==> src/rtl/stream_to_bram_capture_pkg.sv <==
// stream_to_bram_capture_pkg: frame geometry, capture state encoding and sample formatting shared with the stream source
package stream_to_bram_capture_pkg;
    localparam int FILTER_SIZE               = 16;
    localparam int NUMBER_OF_REAL_IMAG_WORDS = 1024;
    localparam int FRAME_BEATS               = NUMBER_OF_REAL_IMAG_WORDS + FILTER_SIZE;
    localparam int CTR_BITS                  = 11;
    typedef enum logic [1:0] {
        ST_IDLE    = 2'd0,
        ST_ARMED   = 2'd1,
        ST_CAPTURE = 2'd2,
        ST_DONE    = 2'd3
    } capture_state_t;
    function automatic logic [63:0] format_sample(input logic [47:0] d);
        return {{8{d[47]}}, d[47:24], {8{d[23]}}, d[23:0]};
    endfunction
endpackage

==> src/rtl/stream_to_bram_capture_axis_frame_tracker.sv <==
// axis_frame_tracker: beat counter and sync flag that follow TLAST framing and flag violations
module axis_frame_tracker
    import stream_to_bram_capture_pkg::*;
(
    input  logic                clk,
    input  logic                rst,
    input  logic                i_beat,
    input  logic                i_last,
    output logic [CTR_BITS-1:0] o_ctr,
    output logic                o_synced,
    output logic                o_err_now,
    output logic                o_frame_error
);
    logic [CTR_BITS-1:0] r_ctr;
    logic                r_synced;
    logic                r_frame_error;
    logic                w_end;
    assign w_end     = r_ctr == CTR_BITS'(FRAME_BEATS - 1);
    assign o_err_now = i_beat & r_synced & (i_last ? !w_end : w_end);
    // TLAST always resyncs; a missing TLAST at the frame end drops sync
    always_ff @(posedge clk or posedge rst) begin
        if (rst) begin
            r_ctr         <= '0;
            r_synced      <= 1'b0;
            r_frame_error <= 1'b0;
        end else begin
            r_frame_error <= o_err_now;
            if (i_beat) begin
                if (i_last) begin
                    r_ctr    <= '0;
                    r_synced <= 1'b1;
                end else if (w_end && r_synced) begin
                    r_ctr    <= '0;
                    r_synced <= 1'b0;
                end else begin
                    r_ctr <= r_ctr + 1'b1;
                end
            end
        end
    end
    assign o_ctr         = r_ctr;
    assign o_synced      = r_synced;
    assign o_frame_error = r_frame_error;
endmodule

==> src/rtl/stream_to_bram_capture.sv <==
// stream_to_bram_capture: captures one aligned frame of stream samples into BRAM on software arm
module stream_to_bram_capture
    import stream_to_bram_capture_pkg::*;
#(
    parameter int BRAM_DEPTH_BITS      = 10,
    parameter int C_S_AXIS_TDATA_WIDTH = 48,
    parameter int BRAM_TDATA_WIDTH     = 64
) (
    input  logic                            S_AXIS_ACLK,
    input  logic                            S_AXIS_ARESET,
    input  logic [C_S_AXIS_TDATA_WIDTH-1:0] S_AXIS_TDATA,
    input  logic [5:0]                      S_AXIS_TSTRB,
    input  logic                            S_AXIS_TVALID,
    input  logic                            S_AXIS_TLAST,
    output logic                            S_AXIS_TREADY,
    output logic [BRAM_DEPTH_BITS-1:0]      BRAM_ADDR,
    output logic [BRAM_TDATA_WIDTH-1:0]     BRAM_DATAOUT,
    output logic                            BRAM_WE,
    input  logic                            CAPTURE_ARM,
    output logic                            CAPTURE_BUSY,
    output logic                            CAPTURE_DONE,
    output logic                            FRAME_ERROR
);
    capture_state_t              r_state;
    capture_state_t              w_next;
    logic                        r_tready;
    logic                        r_we;
    logic [BRAM_DEPTH_BITS-1:0]  r_addr;
    logic [BRAM_TDATA_WIDTH-1:0] r_data;
    logic                        r_done;
    logic                        w_beat;
    logic                        w_wr;
    logic [CTR_BITS-1:0]         w_ctr;
    logic                        w_synced;
    logic                        w_err_now;
    logic                        w_sample;
    logic                        w_unused_tstrb;
    assign w_unused_tstrb = &S_AXIS_TSTRB;
    assign w_beat         = S_AXIS_TVALID & r_tready;
    assign w_sample       = w_ctr < CTR_BITS'(NUMBER_OF_REAL_IMAG_WORDS);
    axis_frame_tracker u_tracker (
        .clk           (S_AXIS_ACLK),
        .rst           (S_AXIS_ARESET),
        .i_beat        (w_beat),
        .i_last        (S_AXIS_TLAST),
        .o_ctr         (w_ctr),
        .o_synced      (w_synced),
        .o_err_now     (w_err_now),
        .o_frame_error (FRAME_ERROR)
    );
    // Capture sequencing: wait for an aligned frame start, write its samples, abort on framing error
    always_comb begin
        w_next = r_state;
        w_wr   = 1'b0;
        case (r_state)
            ST_IDLE: w_next = CAPTURE_ARM ? ST_ARMED : ST_IDLE;
            ST_ARMED: begin
                if (w_beat && w_synced && w_ctr == '0 && !w_err_now) begin
                    w_wr   = 1'b1;
                    w_next = ST_CAPTURE;
                end
            end
            ST_CAPTURE: begin
                if (w_err_now) begin
                    w_next = ST_ARMED;
                end else if (w_beat && w_sample) begin
                    w_wr   = 1'b1;
                    w_next = (w_ctr == CTR_BITS'(NUMBER_OF_REAL_IMAG_WORDS - 1)) ? ST_DONE : ST_CAPTURE;
                end
            end
            default: w_next = CAPTURE_ARM ? ST_ARMED : ST_DONE;
        endcase
    end
    // State, ready and registered BRAM write port; DONE lags the final write by one cycle
    always_ff @(posedge S_AXIS_ACLK or posedge S_AXIS_ARESET) begin
        if (S_AXIS_ARESET) begin
            r_state  <= ST_IDLE;
            r_tready <= 1'b0;
            r_we     <= 1'b0;
            r_addr   <= '0;
            r_data   <= '0;
            r_done   <= 1'b0;
        end else begin
            r_state  <= w_next;
            r_tready <= 1'b1;
            r_we     <= w_wr;
            r_done   <= (r_state == ST_DONE) & !CAPTURE_ARM;
            if (w_wr) begin
                r_addr <= w_ctr[BRAM_DEPTH_BITS-1:0];
                r_data <= format_sample(S_AXIS_TDATA);
            end
        end
    end
    assign S_AXIS_TREADY = r_tready;
    assign BRAM_WE       = r_we;
    assign BRAM_ADDR     = r_addr;
    assign BRAM_DATAOUT  = r_data;
    assign CAPTURE_BUSY  = (r_state == ST_ARMED) || (r_state == ST_CAPTURE);
    assign CAPTURE_DONE  = r_done;
endmodule

==> config.mk <==
export PLATFORM = sky130hd
export DESIGN_NAME = stream_to_bram_capture
export DESIGN_NICKNAME = d
export VERILOG_FILES = /design/src/rtl/stream_to_bram_capture_pkg.sv /design/src/rtl/stream_to_bram_capture_axis_frame_tracker.sv /design/src/rtl/stream_to_bram_capture.sv
export SDC_FILE = /design/constraint.sdc
export NUM_CORES = 1
export LEC_CHECK = 0
export CORE_MARGIN = 5
export CORE_UTILIZATION = 39
export DETAILED_ROUTE_END_ITERATION = 16
export PLACE_DENSITY = 0.77
export SETUP_SLACK_MARGIN = 0.1
export SYNTH_ARGS = -nofsm -noshare
export SYNTH_HDL_FRONTEND = slang
export SYNTH_SLANG_ARGS = --single-unit
==> constraint.sdc <==
create_clock -name S_AXIS_ACLK -period 2.4 [get_ports S_AXIS_ACLK]
set_input_delay 0.36 -clock S_AXIS_ACLK [delete_from_list [all_inputs] [get_ports S_AXIS_ACLK]]
set_output_delay 0.36 -clock S_AXIS_ACLK [all_outputs]
set_load 0.05 [all_outputs]
Word-level counts from Yosys, hierarchy flattened
Index checks and enable logic that the tools add are counted.
{"block": "word_totals", "regBits": 84, "elab_cells": 52, "inputBits": 59, "out_inout_bits": 79}
{"block": "classes", "magnitude_cmp": 1, "addsub": 1, "n_bitwise": 4, "n_eq_ne": 7, "muxes": 16, "n_reduce_logical": 14}
{"cell": "$mux W11", "count": 2}
{"cell": "$add A11 B1 Y11 const B", "count": 1}
{"cell": "$eq A11 B10 Y1 const B", "count": 1}
{"cell": "$eq A11 B11 Y1 const B", "count": 1}
{"cell": "$logic_not A11 Y1", "count": 1}
{"cell": "$lt A11 B11 Y1 const B", "count": 1}
{"cell": "$mux W1", "count": 8}
{"cell": "$mux W2", "count": 4}
{"cell": "$pmux W2 S3", "count": 1}
{"cell": "$logic_and A1 B1 Y1", "count": 5}
{"cell": "$and A1 B1 Y1", "count": 4}
{"cell": "$eq A2 B2 Y1 const B", "count": 2}
{"cell": "$reduce_and A2 Y1", "count": 2}
{"cell": "$logic_not A1 Y1", "count": 3}
{"cell": "$ne A3 B2 Y1 const B", "count": 1}
{"cell": "$eq A2 B1 Y1 const B", "count": 1}
{"cell": "$logic_not A2 Y1", "count": 1}
{"cell": "$ne A2 B2 Y1 const B", "count": 1}
{"cell": "$pmux W1 S2", "count": 1}
{"cell": "$reduce_bool A2 Y1", "count": 1}
{"cell": "$logic_or A1 B1 Y1", "count": 1}

Logic depth before layout (Yosys ltp)
{"block": "logic_depth", "ltp_word": 8, "mapped_depth": 9}

By module
A second synthesis with hierarchy kept.
{"block": "hier_totals", "hier_cells": 242, "hier_area_um2": 3339.5}
{"module": "stream_to_bram_capture", "instances": 1, "seq_area_each_um2": 1576.5, "area_per_inst_um2": 2635.0, "cells_each": 174}
{"module": "axis_frame_tracker", "instances": 1, "seq_area_each_um2": 325.3, "area_per_inst_um2": 704.4, "cells_each": 68}

Least setup slack after synthesis
OpenSTA, ideal clock, no wires.
{"block": "synth_timing", "path_kind": "register to register", "startpoint": "reg u_tracker.r_ctr[4], in the netlist u_tracker.o_ctr[4]", "endpoint": "reg r_state[1]", "required_time_ns": 2.275, "t_arrival_ns": 2.221, "setup_time_ns": 0.125, "path_stages_with_launch": 6, "slack_ns": 0.054, "cell_sequence": "dfrtp_1 or4_1 or4_4 mux2i_1 a211oi_1 mux2_4"}
{"block": "synth_between", "elab_chain_cells": 8, "elab_cells_between_ends": 15, "cone_classes": "order compare (1); eq/ne (3); mux (3); bitwise (1); reduce/logical (7)"}
{"element": "start: declaration", "line": "stream_to_bram_capture_axis_frame_tracker.sv:14", "source": "logic [CTR_BITS-1:0] r_ctr;"}
{"element": "start signal: assignment", "line": "stream_to_bram_capture_axis_frame_tracker.sv:36", "source": "r_ctr <= r_ctr + 1'b1;"}
{"element": "branches (longest 8 deep; another with $lt A11 B11 Y1)"}
{"element": "end signal: assignment", "line": "stream_to_bram_capture.sv:84", "source": "r_state <= w_next;"}
{"element": "end: declaration", "line": "stream_to_bram_capture.sv:24", "source": "capture_state_t r_state;"}
Several ways; the timed one is not identified.
A chain may end at the register's enable or synchronous reset.

Worst setup path in the final report
Same ends and word-level chain as after synthesis.

==> summary.md <==
| Metric | Value |
|---|---|
| Status | complete, no violations |
| Worst-case clock buffer depth | 2 |
| Hold Vio Cnt, Final | 0 |
| Die area | 10500 um2 |
| Final Routed Wirelength | around 7800 um |
| HPWL after DPL | around 6100 um |
| Max Clk Rate | roughly 440 MHz |
| Met1 wire length | 2980 um |
| Max cap viols | 0 |
| Placed cell count | ~480 |
| Commonest non-fill, non-tap cell in the layout | clkdlybuf4s50_1 |
| Worst IR Drop VDD | 0.496 mV |
| 1st-pass router iterations | 4 |
| R2R Path Start | u_tracker.o_ctr[4]$_DFFE_PP0N_ |
| Reg2Reg Depth | 5 |
| Nets@finish | 449 |
| Final setup viols | 0 |
| Row count | 33 |
| Worst Path Required | 2.62 ns |
| DRC viols | 0 |
| Final RePlAce weighted congestion | between 0.8 and 0.9 |
| Gate power share | a little under three fifths |
| Top sig layer | met4 |
| PwrDens | about 1500 nW/um2 |
| Die H | 103 um |
| Layout cells sized above 1 | 24.5% |
| Synth Net Count | 318 |
| Switching Fraction | a little under half |
| Synthesized area per cell | roughly 13 um2 |
| Slew Viols, Final | 0 |
| Final worst-path cycle share | between 90% and 100% |
| Via Count | 2362 |
| Global-route wire length before repair | about 12000 um |
| Cell area after synthesis | around 3300 um2 |
| Via-per-instance ratio | around 4.8 |
| Max-slew headroom | 56.9% |
| YS warnings | 0 |
| Fin util | between 50% and 60% |
| Crit-path leading delay family | simple AND/OR/NAND/NOR gates |
| CTS tree | built |
| Initial antenna violation count | 0 |
| Setup TNS | 0 ns |
| GRT Resource Usage Total | between 10% and 20% |
| Worst-Skew Late Latency | 0.34 ns |
| Crit-path slowest cell | or4_1 |
| Crit start category | register |
| CP startpoint | u_tracker.o_ctr[4]$_DFFE_PP0N_ |
| Clock root buffer | clkbuf_8 |
| PortBufs | 131 |
| Pint | roughly 3.9 mW |
| RSZ-0062 raised after global routing | yes |
| Min Tclk post-route | 2.26 ns |
| Flop pwr share | approximately 28% |
| Die Wd | a little over 100 um |
| DRT antenna net count | 0 |
| Ant. Diodes | 0 |
| Total Power | around 7.3 mW |
| H-tree Lvls | 3 |
| Skew final | ~0.0082 ns |
| Clock power frac | roughly 16% |
| Routed met2 length | just under 4000 um |
| Worst slew pin tran | between 0.6 and 0.7 ns |
| Crit path buf inv count | 0 |
| Most frequent cells in the layout | clkdlybuf4s50_1, dfrtp_1, mux2_2 |
| WP depth | 5 |
| CTS Buf Count | 9 |
| Number of unique standard cell types used by synthesis | 37 |
| Worst-path clk slew | 0.08 ns |
| Post-synthesis cell count | about 250 |
| Worst reg2reg setup slack | between 0.1 and 0.15 ns |
| R2r endpoint | r_state[1]$_DFFE_PP0P_ |
| Initial Util | 40.3% |
| Seq/Total Area, Yosys | 56.9% |
| Core area | approximately 8300 um2 |
| First DRT Iteration DRCs | between 50 and 60 |
| Seq cells post-synth | 76 |
| Critical path type | reg -> reg |
| Clock sink count | between 70 and 80 |
| Synth-to-Final Area Change | 48.7% |
| Critical path peak fanout | 2 |
| CP max stage delay | approximately 0.55 ns |
| Critical path endpoint category | register |
| Largest net degree at the start of global routing | 39 |
| Critical path, cell by cell | or4_1, or4_4, mux2i_1, a211oi_2, mux2_4 |
| NetSw | ~3.4 mW |
| WP data arrival | roughly 2.5 ns |
| Hold Path Class | in -> async |
| WL per Instance | between 15 and 20 um |
| Grt total ovfl | 0 |
| Number of global-route vias before repair | 2503 |
| Total length of routed met3 wires | approximately 900 um |
| Critical path endpoint | r_state[1]$_DFFE_PP0P_ |
| Pleak | about 2.2 nW |
| Non-filler cells, final | about 490 |
| Boundary Pins | 138 |
==> kinds of logic (layout without fill, tap and decap cells) <==
family                   after synthesis  count (layout)  synth area share, %
adder cells (fa/ha/maj)                7               7                 2.62
XOR/XNOR                               8               8                 2.10
buffers and inverters                 34             170                 6.77
multiplexers                          61              61                 20.6
other                                  1               1                0.112
AO/OA/AOI/OAI                         19              19                 3.82
AND/OR/NAND/NOR                       46              46                 7.07
flip-flops                            76              76                 56.9
==> power groups by stage <==
stage / combinational, mW / clock [mW] / sequential (mW)
after floorplan: 1.46 / 0 / 3.50
after global placement: 4.14 / 0 / 2.01
after detailed placement: 4.20 / 0 / 2.06
after CTS: 4.20 / 1.19 / 2.03
after global routing: 4.32 / 1.23 / 2.10
final: 4.14 / 1.15 / 2.02
==> per-stage QoR <==
stage	hold WS [ns]	worst slack, ns	cell area [um2]
finish	0.431	0.136	4970
global route	0.484	0.0599	4970
CTS	0.441	0.131	4970
detailed placement	0.488	0.0829	4730
global placement	0.471	0.106	4730
floorplan	0.426	0.102	3350
==> Yosys cell counts <==
| cell | number | area (um2) |
|---|---|---|
| xnor2_1 | 4 | 35.0 |
| and2_1 | 2 | 12.5 |
| a2bb2oi_1 | 1 | 8.76 |
| buf_2 | 1 | 5.00 |
| mux2_1 | 1 | 11.3 |
| inv_1 | 8 | 30.0 |
| o21ai_2 | 1 | 8.76 |
| a22o_1 | 1 | 8.76 |
| nor2b_1 | 2 | 12.5 |
| nand4_1 | 2 | 12.5 |
| mux2i_1 | 1 | 10.0 |
| dfrtp_1 | 76 | 1900 |
| buf_6 | 5 | 56.3 |
| o31ai_1 | 1 | 7.51 |
| nand2_1 | 9 | 33.8 |
| or4_4 | 1 | 11.3 |
| mux2_4 | 1 | 15.0 |
| nor2_1 | 14 | 52.6 |
| xor2_1 | 4 | 35.0 |
| buf_4 | 16 | 120 |
| clkbuf_1 | 3 | 11.3 |
| or2_2 | 1 | 6.26 |
| o211ai_1 | 3 | 22.5 |
| nand3_1 | 6 | 30.0 |
| or4_1 | 1 | 7.51 |
| o21ai_0 | 7 | 35.0 |
| ha_1 | 7 | 87.6 |
| and4_1 | 3 | 26.3 |
| inv_2 | 1 | 3.75 |
| mux2_2 | 58 | 653 |
| a211oi_1 | 2 | 15.0 |
| nor4_1 | 1 | 6.26 |
| a41oi_1 | 1 | 8.76 |
| a31oi_1 | 2 | 12.5 |
| nand2b_1 | 1 | 6.26 |
| and3_1 | 3 | 18.8 |
| conb_1 | 1 | 3.75 |
==> how the worst min path moves through the flow <==
| stage | end | startpoint | slack [ns] |
|---|---|---|---|
| global route | BRAM_DATAOUT[31]$_DFFE_PP0P_ | S_AXIS_ARESET | 0.48 |
| finish | BRAM_DATAOUT[33]$_DFFE_PP0P_ | S_AXIS_ARESET | 0.43 |
| detailed placement | BRAM_DATAOUT[32]$_DFFE_PP0P_ | BRAM_DATAOUT[32]$_DFFE_PP0P_ | 0.49 |
| CTS | BRAM_DATAOUT[33]$_DFFE_PP0P_ | S_AXIS_ARESET | 0.44 |
| global placement | BRAM_DATAOUT[32]$_DFFE_PP0P_ | BRAM_DATAOUT[32]$_DFFE_PP0P_ | 0.47 |
| floorplan | CAPTURE_DONE$_DFF_PP0_ | CAPTURE_ARM | 0.43 |
==> cell type report <==
class,instances,area (um2)
fill,674,3330
sequential,76,1900
timing repair buffer,145,1440
multi-input combinational,142,1220
tap,105,131
clock buffer,10,128
clock inverter,6,113
inverter,9,33.8
==> registers in the layout (all words and copies together) (netlist names) <==
name and count:
BRAM_DATAOUT 48, u_tracker.o_ctr 11, BRAM_ADDR 10, r_state 2
BRAM_WE 1, CAPTURE_DONE 1, S_AXIS_TREADY 1, u_tracker.o_frame_error 1
u_tracker.o_synced 1
==> routing by layer <==
layer  GRT usage, %  vias up
met4           5.35        0
met2           26.3       97
met5              0        -
met1           18.2     1135
met3           3.99       10
li1               -     1120
==> worst register-to-register path, cell delays in order (launching register included) <==
cell and delay, ns:
dfrtp_1 0.38, or4_1 0.55, or4_4 0.52, mux2i_1 0.14, a211oi_2 0.23, mux2_4 0.32
==> what timing repair did <==
action | in CTS | in global routing
buffers inserted | 0 | 0
endpoints found under the hold margin | 0 | 0
gates resized for setup | 1 | 1
cloned | 0 | 0
setup endpoints to repair | 2 | 27
pin swaps | 1 | 0
hold buffers | 0 | 0
Note: power is estimated with default switching activity, not from simulation.
